### src/rtl/dmem_arbiter.sv
// Two-port round-robin arbiter/sequencer for single-port data memory (DMEM_ARB_FIXED_PRIO_EN: A always wins ties).
// Latency: gnt one cycle after req, ack WAIT_CYCLES+1 cycles after req; one transaction per WAIT_CYCLES+2 cycles.
// Backpressure: requesters hold req until ack; a request arriving while busy waits in place and is never dropped.
module dmem_arbiter #(
  parameter int BITSIZE     = 32,
  parameter int MEMSIZE     = 64,
  parameter int WAIT_CYCLES = 1,
  localparam int AW         = $clog2(MEMSIZE)
) (
  input  logic               clk,
  input  logic               rst,
  input  logic               a_req,
  input  logic               a_we,
  input  logic [AW-1:0]      a_addr,
  input  logic [BITSIZE-1:0] a_wdata,
  output logic               a_gnt,
  output logic               a_ack,
  output logic [BITSIZE-1:0] a_rdata,
  input  logic               b_req,
  input  logic               b_we,
  input  logic [AW-1:0]      b_addr,
  input  logic [BITSIZE-1:0] b_wdata,
  output logic               b_gnt,
  output logic               b_ack,
  output logic [BITSIZE-1:0] b_rdata,
  output logic [AW-1:0]      mem_addr,
  output logic [BITSIZE-1:0] mem_wdata,
  output logic               mem_read,
  output logic               mem_write,
  input  logic [BITSIZE-1:0] mem_rdata,
  output logic               busy
);

  localparam int CW = (WAIT_CYCLES > 1) ? $clog2(WAIT_CYCLES) : 1;
  localparam logic [CW-1:0] LAST = CW'(WAIT_CYCLES - 1);

  typedef enum logic [1:0] {IDLE, ACCESS, RESP} state_t;

  state_t              state_q, state_d;
  logic [CW-1:0]       cnt_q, cnt_d;
  logic                owner_q, owner_d;   // 1 = port B
  logic                we_q, we_d;
  logic                sel_b, grant;
  logic [AW-1:0]       addr_d;
  logic [BITSIZE-1:0]  wdata_d, a_rdata_d, b_rdata_d;
  logic                rd_d, wr_d, a_gnt_d, b_gnt_d, a_ack_d, b_ack_d, busy_d;

`ifdef DMEM_ARB_FIXED_PRIO_EN
  assign sel_b = b_req & ~a_req;
`else
  logic last_b_q;

  // Reset to B so that A wins the first tie.
  always_ff @(posedge clk or negedge rst) begin
    if (!rst)       last_b_q <= 1'b1;
    else if (grant) last_b_q <= sel_b;
  end

  assign sel_b = b_req & (~a_req | ~last_b_q);
`endif

  always_comb begin
    state_d   = state_q;
    cnt_d     = cnt_q;
    owner_d   = owner_q;
    we_d      = we_q;
    addr_d    = mem_addr;
    wdata_d   = mem_wdata;
    a_rdata_d = a_rdata;
    b_rdata_d = b_rdata;
    rd_d      = 1'b0;
    wr_d      = 1'b0;
    a_gnt_d   = 1'b0;
    b_gnt_d   = 1'b0;
    a_ack_d   = 1'b0;
    b_ack_d   = 1'b0;
    grant     = 1'b0;
    case (state_q)
      IDLE: begin
        if (a_req || b_req) begin
          grant   = 1'b1;
          owner_d = sel_b;
          we_d    = sel_b ? b_we    : a_we;
          addr_d  = sel_b ? b_addr  : a_addr;
          wdata_d = sel_b ? b_wdata : a_wdata;
          cnt_d   = '0;
          rd_d    = ~we_d;
          wr_d    = we_d;
          a_gnt_d = ~sel_b;
          b_gnt_d = sel_b;
          state_d = ACCESS;
        end
      end
      ACCESS: begin
        if (cnt_q == LAST) begin
          a_ack_d = ~owner_q;
          b_ack_d = owner_q;
          if (!we_q) begin
            if (owner_q) b_rdata_d = mem_rdata;
            else         a_rdata_d = mem_rdata;
          end
          state_d = RESP;
        end else begin
          // Write strobe is only ever in the first cycle; reads stay asserted.
          cnt_d = cnt_q + 1'b1;
          rd_d  = ~we_q;
        end
      end
      RESP:    state_d = IDLE;
      default: state_d = IDLE;
    endcase
    busy_d = (state_d != IDLE);
  end

  always_ff @(posedge clk or negedge rst) begin
    if (!rst) begin
      state_q   <= IDLE;
      cnt_q     <= '0;
      owner_q   <= 1'b0;
      we_q      <= 1'b0;
      mem_addr  <= '0;
      mem_wdata <= '0;
      mem_read  <= 1'b0;
      mem_write <= 1'b0;
      a_gnt     <= 1'b0;
      b_gnt     <= 1'b0;
      a_ack     <= 1'b0;
      b_ack     <= 1'b0;
      a_rdata   <= '0;
      b_rdata   <= '0;
      busy      <= 1'b0;
    end else begin
      state_q   <= state_d;
      cnt_q     <= cnt_d;
      owner_q   <= owner_d;
      we_q      <= we_d;
      mem_addr  <= addr_d;
      mem_wdata <= wdata_d;
      mem_read  <= rd_d;
      mem_write <= wr_d;
      a_gnt     <= a_gnt_d;
      b_gnt     <= b_gnt_d;
      a_ack     <= a_ack_d;
      b_ack     <= b_ack_d;
      a_rdata   <= a_rdata_d;
      b_rdata   <= b_rdata_d;
      busy      <= busy_d;
    end
  end

endmodule

### config.mk
export PLATFORM = sky130hd
export DESIGN_NAME = dmem_arbiter
export DESIGN_NICKNAME = d
export VERILOG_FILES = /design/src/rtl/dmem_arbiter.sv
export SDC_FILE = /design/constraint.sdc
export NUM_CORES = 1
export LEC_CHECK = 0
export CAP_MARGIN = 10
export CORE_MARGIN = 5
export CORE_UTILIZATION = 36
export DETAILED_ROUTE_END_ITERATION = 10
export PLACE_DENSITY = 0.76
export REMOVE_ABC_BUFFERS = 1
export SYNTH_ARGS = -nofsm -noshare
export SYNTH_HDL_FRONTEND = slang
export SYNTH_SLANG_ARGS = --single-unit
### constraint.sdc
create_clock -name clk -period 1.4 [get_ports clk]
set_input_delay 0.14 -clock clk [delete_from_list [all_inputs] [get_ports clk]]
set_output_delay 0.14 -clock clk [all_outputs]
set_load 0.03 [all_outputs]
==> Word-level counts from Yosys, hierarchy flattened <==
Cells that the tools add are included.
{ "totals": {"regBits": 115, "latchBits": 0, "ram_bits": 0, "mem_bits_ro": 0, "in_bits": 114, "out_inout_bits": 109, "wordCells": 60, "memories": 0} }
{ "op_classes": {"n_addsub": 1, "multipliers": 0, "div": 0, "n_lt_le_gt_ge": 0, "eq_ne": 2, "shifts": 0, "muxes": 24, "bitwise_logic": 9, "n_reduce_logical": 8} }
{ "op_table": {"columns": ["cell", "n"], "rows": [
  ["$mux 32", 1],
  ["$mux 1", 17],
  ["$reduce_and 4->1", 2],
  ["$not 1->1", 7],
  ["$mux 6", 1],
  ["$mux 2", 2],
  ["$pmux 1 s2", 2],
  ["$pmux 2 s2", 1],
  ["$reduce_and 2->1", 2],
  ["$reduce_bool 2->1", 2],
  ["$eq 2x1->1 const B", 1],
  ["$logic_not 2->1", 1],
  ["$ne 2x2->1 const B", 1],
  ["$add 1x1->1 const B", 1],
  ["$and 1x1->1", 1],
  ["$logic_or 1x1->1", 1],
  ["$or 1x1->1", 1]
]} }

==> Logic depth before layout (Yosys ltp) <==
Gate-level depths: netlist (run 1).
{ "depth": {"depth_word": 7, "depth_mapped": 5, "depth_no_buf": 3} }

==> Worst setup path before layout (run 1) <==
OpenSTA, ideal clock, no wires.
{ "synth_timing": {"path_type": "register -> register", "start": "reg state_q[1]", "end": "reg a_rdata[0]", "setup_time_ns": 0.125, "t_arrival_ns": 1.313, "t_required_ns": 1.275, "setup_slack_ns": -0.038, "path_stages_with_launch": 5, "path_buffers": 1, "period_less_slack_ns": 1.438, "path_cell_list": "dfrtp_1 > nand2b_4 > nor3_2 > buf_4 > mux2_2"} }
{ "synth_via": {"elab_chain_len": 2} }
{ "synth_rtl": {"columns": ["item", "line", "rtl"], "rows": [
  ["start, declared", "39", "state_t state_q, state_d;"],
  ["start signal, assigned", "133", "state_q <= state_d;"],
  ["$eq 2x1->1", "78", "case (state_q)"],
  ["$reduce_and 4->1 (no source line)", null, null],
  ["end signal, assigned", "145", "a_rdata <= a_rdata_d;"],
  ["end, declared", "18", "output logic [BITSIZE-1:0] a_rdata,"]
]} }
Every way passes these cells.
A chain may end at the register's enable or synchronous reset.

==> Worst setup path after layout (run 1) <==
{ "layout_timing": {"start": "reg state_q[1]", "end": "reg a_rdata[1]"} }
Same word-level chain as after synthesis.

==> out/results.txt, run 1 <==
RSZ-0062 raised after global routing: true
max layer used: met4
Die Wd: 122 µm
initial antenna violation count: 0
Synth area leader: dfrtp_1
dpl cells: 677
Metal-1 WL: 5.82 mm
critical path class: flip-flop to flip-flop
register area share after synthesis: 63.3%
switching share of power: 40.2%
Reg area: 0.00285 mm²
Max Fclk: 647 MHz
Post-route DRC: 0
met3 WL: 1.66 mm
P&R area growth vs syn: 75.5%
via count: 3670
final hold vios: 0
final RePlAce weighted congestion: 0.752
footprint of the multi-input gates: 0.00169 mm²
I/O Buffers: 222
WP data arrival: 1.82 ns
met2 wire len: 7.34 mm
fin util: 65.0%
number of global-route vias before repair: 4027
Avg Cell Area, Syn: 15.2 µm²
post-route ant nets: 0
Worst Path Required: 1.67 ns
grt ovf: 0
Ys Warns: 0
I/O pins: 223
status: finished with violations
Worst Skew: 0.00802 ns
deepest clock path buffer count: 2
period utilization: 110%
Worst Setup Slack, final: -0.146 ns
DIE AREA: 0.0149 mm²
Synth area leaders: dfrtp_1 (63%), mux2_2 (15%), a221o_1 (8.4%)
clock power share: 19.3%
Layout fillers: 936
number of synthesized flops with an enable pin: 0
ys async rst share: 100%
max-cap violations: 0
overall routing resource usage: 17.6%
# H-tree levels: 4
Mapped Cells: 297
Setup crit end kind: flip-flop
Yosys top cell area share: 62.8%
Psw: 8300 µW
Int Pwr: 12400 µW
Cell Count, Final, Fillers Out: 730
Total Wirelength: 15.1 mm
top cells by count, synth: dfrtp_1 (113), mux2_2 (62), and3_1 (39)
most numerous cell in the Yosys netlist: dfrtp_1
Inserted Diodes: 0
PwrDens: 2610 mW/mm²
DP HPWL: 9.50 mm
WL/cell: 20.6 µm
nets: 664
Initial Util: 37.0%
1st-iter DRT viols: 185
Vias/cell: 5.03
first-pass GRT wire length: 20.4 mm
Num CTS Buffers: 17
Tightest Pin Transition: 0.397 ns
part of the power in registers: 28.5%
Hold WC Path Type: input port to async pin
Pre-antenna DRT Iters: 5
# setup viols final: 103
share of cells above drive strength 1: 24.0%
largest net degree at the start of global routing: 41
worst IR drop on VDD: 989 µV
Seq cells post-synth: 114
cell row count: 40
die span in y: 122 µm
core region area: 0.0122 mm²
Final Max Tran Viols: 0
Top FF cell, synth: dfrtp_1
failing checks: setup timing
clock sinks: 114
cell area after synthesis: 0.00451 mm²
Critical Path Source Type: flip-flop
clock root cell: clkbuf_16
CTS tree: yes
combinational fraction of design power: 52.1%
clock slew at reported path FFs: 0.05 ns
fin crit period: 1.55 ns
P_leak: 0.00382 µW
crit path max fanout: 8
Worst-Skew Late Latency: 0.40 ns
post-synth cell types: 24
slew margin rel.: 73.5%
-- worst max-delay path: stages, from the launching register on --
cell and delay [ns]:
dfrtp_1 0.39, nand2b_4 0.18, nor3_4 0.23, buf_6 0.15, clkbuf_16 0.17, mux2_4 0.31
-- worst paths after layout --
path	start	endpoint	slack (ns)	cells past startpoint
worst max-delay path	state_q[1]	a_rdata[1]	-0.15	5
worst min register to register	b_rdata[18]	b_rdata[18]	0.50	1
max in group asynchronous	rst	last_b_q	0.59	3
worst max register to register	state_q[1]	a_rdata[1]	-0.15	5
worst min-delay path	rst	a_rdata[0]	0.22	2
min in group clk	a_wdata[13]	mem_wdata[13]	0.36	2
-- state kept, by name (all words and copies together) (netlist names) --
| name | count |
|---|---|
| mem_write | 1 |
| a_gnt | 1 |
| b_gnt | 1 |
| mem_read | 1 |
| b_ack | 1 |
| mem_addr | 6 |
| last_b_q | 1 |
| a_ack | 1 |
| mem_wdata | 32 |
| b_rdata | 32 |
| busy | 1 |
| we_q | 1 |
| a_rdata | 32 |
| owner_q | 1 |
| state_q | 2 |
-- placed cells by master (no fill, tap or decap), types with 3 or more instances in the layout --
cell type        netlist  final
dfrtp_1              113    113
clkdlybuf4s50_1        0    112
dlygate4sd2_1          0    108
mux2_4                 0     46
and3_1                39     39
a221o_1               38     38
clkbuf_16              0     23
mux2_2                62     18
buf_4                  8     10
buf_12                 0     10
clkinv_2               0      5
buf_6                  5      5
clkinvlp_4             0      4
inv_1                  3      3
clkbuf_8               0      3
-- power by group through the flow --
| stage | Combinational (µW) | Clock, µW | Sequential, µW |
|---|---|---|---|
| CTS | 9590 | 4060 | 5840 |
| floorplan | 2580 | 0 | 8860 |
| detailed placement | 10300 | 0 | 5920 |
| finish | 10800 | 3990 | 5890 |
| global placement | 10100 | 0 | 5860 |
| global route | 11300 | 4200 | 6070 |
-- final cells by class --
class                      count  area share, %
clock inverter                10           1.08
timing repair buffer         255           32.7
tap                          168           2.66
sequential                   114           36.1
multi-input combinational    159           21.3
inverter                       3          0.142
clock buffer                  21           5.95
-- repair_timing --
action                                 in CTS  in global routing
setup endpoints to repair                 196                103
hold buffers                                1                  0
pin swaps                                  17                 17
gates cloned                                2                 12
buffers inserted                            5                  4
resized for setup                         123                 42
endpoints found under the hold margin      24                  0
-- per-stage QoR --
| step | instance area, µm² | power, µW | hold slack (ns) | worst slack [ns] | setup TNS, ns |
|---|---|---|---|---|---|
| after CTS | 7560 | 19500 | 0.197 | -0.117 | -6.27 |
| final | 7910 | 20700 | 0.219 | -0.146 | -9.82 |
| after global routing | 7910 | 21500 | 0.236 | -0.202 | -15.76 |
| after floorplan | 4350 | 11400 | -0.156 | -1.06 | -88.91 |
| after detailed placement | 6970 | 16200 | 0.0846 | -0.209 | -11.81 |
| after global placement | 6970 | 15900 | 0.0796 | -0.164 | -8.85 |
-- cell families (layout without fill, tap and decap cells) --
logic type             Yosys count  count (layout)  synth area share [%]
DFF                            114             114                  63.3
and+or+nand+nor                 50              50                  7.30
AOI/OAI and AO/OA               42              43                  9.30
muxes                           66              66                  16.4
buffers and inverters           25             289                  3.61
-- layer usage --
layer,up-vias,GRT usage (%)
li1,1632,-
met5,-,0
met4,0,7.00
met3,25,8.03
met1,1801,19.5
met2,212,29.5
(Power assumes the default switching activity.)
==> run 2: changes to the inputs <==
--- a/config.mk
+++ b/config.mk
@@ -8,6 +8,7 @@
 export CAP_MARGIN = 10
 export CORE_MARGIN = 5
 export CORE_UTILIZATION = 36
+export CTS_CLUSTER_DIAMETER = 200
 export DETAILED_ROUTE_END_ITERATION = 10
 export PLACE_DENSITY = 0.76
 export REMOVE_ABC_BUFFERS = 1
==> results of run 2 <==
The final DEF is identical to that of run 1; final timing and power are the same.
==> run 3: changes to the inputs <==
--- a/config.mk
+++ b/config.mk
@@ -6,7 +6,7 @@
 export NUM_CORES = 1
 export LEC_CHECK = 0
 export CAP_MARGIN = 10
-export CORE_MARGIN = 5
+export CORE_MARGIN = 2
 export CORE_UTILIZATION = 36
 export CTS_CLUSTER_DIAMETER = 200
 export DETAILED_ROUTE_END_ITERATION = 10
==> run 3 against run 2 <==
Against the previous run: the flow still finishes with violations (setup timing); wire length decreased by 16%; first-iteration DRC count increased by 7.6%; global-route usage increased by 0.81 points; count of clock-buffer cells in the layout unchanged; critical endpoint is now mem_wdata[15]; largest cell class unchanged; largest power group unchanged.
==> out/results.txt, run 3 (synthesized netlist as in run 1, its figures left out) <==
DIE AREA: 0.0134 mm²
reg2reg start: state_q[1]
Vias/cell: 4.92
Tightest Pin Transition: 0.531 ns
commonest non-fill, non-tap cell in the layout: dfrtp_1
Pre-antenna DRT Iters: 4
final RePlAce weighted congestion: 0.775
WL/cell: 17.6 µm
period utilization: 106%
pre-CTS setup slack: -0.244 ns
Psw: 7840 µW
cell row count: 40
max-cap violations: 0
I/O Buffers: 222
P_leak: 0.00362 µW
core region area: 0.0121 mm²
clock slew at reported path FFs: 0.05 ns
clock root cell: clkbuf_16
post-route ant nets: 0
register-to-register setup slack: -0.09 ns
Worst-Skew Late Latency: 0.41 ns
overall routing resource usage: 18.4%
Num CTS Buffers: 17
share of cells above drive strength 1: 21.8%
nets: 652
largest net degree at the start of global routing: 70
deepest clock path buffer count: 2
slew margin rel.: 64.6%
part of the power in registers: 29.1%
initial antenna violation count: 0
# setup viols final: 101
Top Registers: a_rdata (32), b_rdata (32), mem_wdata (32)
Worst Skew: 0.0106 ns
number of global-route vias before repair: 3670
via count: 3535
clock sinks: 114
Hold WC Path Type: input port to async pin
RSZ-0062 raised after global routing: true
Post-route DRC: 0
Die Wd: 116 µm
fin crit period: 1.49 ns
fin util: 62.8%
CTS tree: yes
FF-to-FF End: mem_wdata[15]
# H-tree levels: 4
switching share of power: 39.4%
first-pass GRT wire length: 18.7 mm
P&R area growth vs syn: 68.7%
Initial Util: 37.2%
Final Max Tran Viols: 0
Layout fillers: 1013
clock power share: 22.3%
Total Wirelength: 12.6 mm
worst IR drop on VDD: 947 µV
Setup crit end kind: flip-flop
PwrDens: 2620 mW/mm²
critical path class: flip-flop to flip-flop
worst r2r path cells: 5
die span in y: 116 µm
crit path max fanout: 8
Worst Setup Slack, final: -0.0861 ns
Int Pwr: 12100 µW
combinational fraction of design power: 48.7%
Critical Path Source Type: flip-flop
commonest cells after routing, fill and taps aside: dfrtp_1 (113), clkdlybuf4s50_1 (112), dlygate4sd2_1 (108)
Max Fclk: 673 MHz
WP data arrival: 1.77 ns
grt ovf: 0
I/O pins: 223
Setup TNS: -5.06 ns
status: finished with violations
final hold vios: 0
1st-iter DRT viols: 199
DP HPWL: 8.66 mm
Inserted Diodes: 0
Worst Path Required: 1.68 ns
failing checks: setup timing
run 3: layout make-up:
| type | count | area [µm²] | share of cell area, % |
|---|---|---|---|
| Sequential cell | 114 | 2850 | 37.5 |
| Timing Repair Buffer | 244 | 2410 | 31.7 |
| Multi-Input combinational cell | 158 | 1510 | 19.9 |
| Clock buffer | 21 | 450 | 5.92 |
| Tap cell | 168 | 210 | 2.76 |
| Clock inverter | 10 | 159 | 2.09 |
| Inverter | 3 | 11.3 | 0.148 |
run 3: power by group through the flow:
stage          Sequential, µW  Clock [µW]  Combinational [µW]
2_1_floorplan            8860           0                2580
3_3_place_gp             5830           0               10100
3_5_place_dp             5880           0               10300
4_1_cts                  5800        4530                9450
5_1_grt                  5990        4710               10200
6_report                 5780        4430                9680
run 3: worst max path at each step:
stage,startpoint,end,slack [ns],cells after the start
5_1_grt,state_q[1],b_rdata[30],-0.15,4
3_3_place_gp,a_req,mem_wdata[15],-0.15,5
2_1_floorplan,last_b_q,mem_read,-1.06,3
4_1_cts,state_q[1],b_rdata[30],-0.11,4
6_report,state_q[1],mem_wdata[15],-0.09,5
3_5_place_dp,a_req,mem_wdata[29],-0.24,5
run 3: metrics by stage:
stage	hold slack (ns)	instance area (µm²)	power (µW)	cells
global placement	-0.0574	6970	15900	679
detailed placement	-0.0576	6970	16200	679
floorplan	-0.156	4350	11400	275
global route	0.0625	7600	20900	718
finish	0.0800	7600	19900	718
CTS	0.0545	7510	19800	713
run 3: worst max-delay path, cell delays in order, from the launching register on:
cell,delay (ns)
dfrtp_1,0.38
buf_4,0.14
nor2_4,0.15
o21ai_4,0.16
clkbuf_16,0.21
a221o_1,0.32
run 3: timing repair:
action / 4_1_cts / 5_1_grt
pin swaps: 0 / 28
hold endpoints to repair: 113 / 0
hold buffers: 1 / 0
endpoints found under the setup margin: 214 / 105
resized for setup: 114 / 5
setup buffers: 1 / 1
gates cloned: 1 / 5
run 3: metal layers:
| layer | share of wire [%] | vias to the layer above | GRT usage [%] | wire (µm) |
|---|---|---|---|---|
| li1 | - | 1613 | - | - |
| met5 | 0 | - | 0 | 0 |
| met1 | 40 | 1721 | 20.8 | 5080 |
| met4 | 0.72 | 0 | 6.35 | 91 |
| met3 | 11 | 11 | 7.58 | 1330 |
| met2 | 49 | 190 | 31.5 | 6130 |
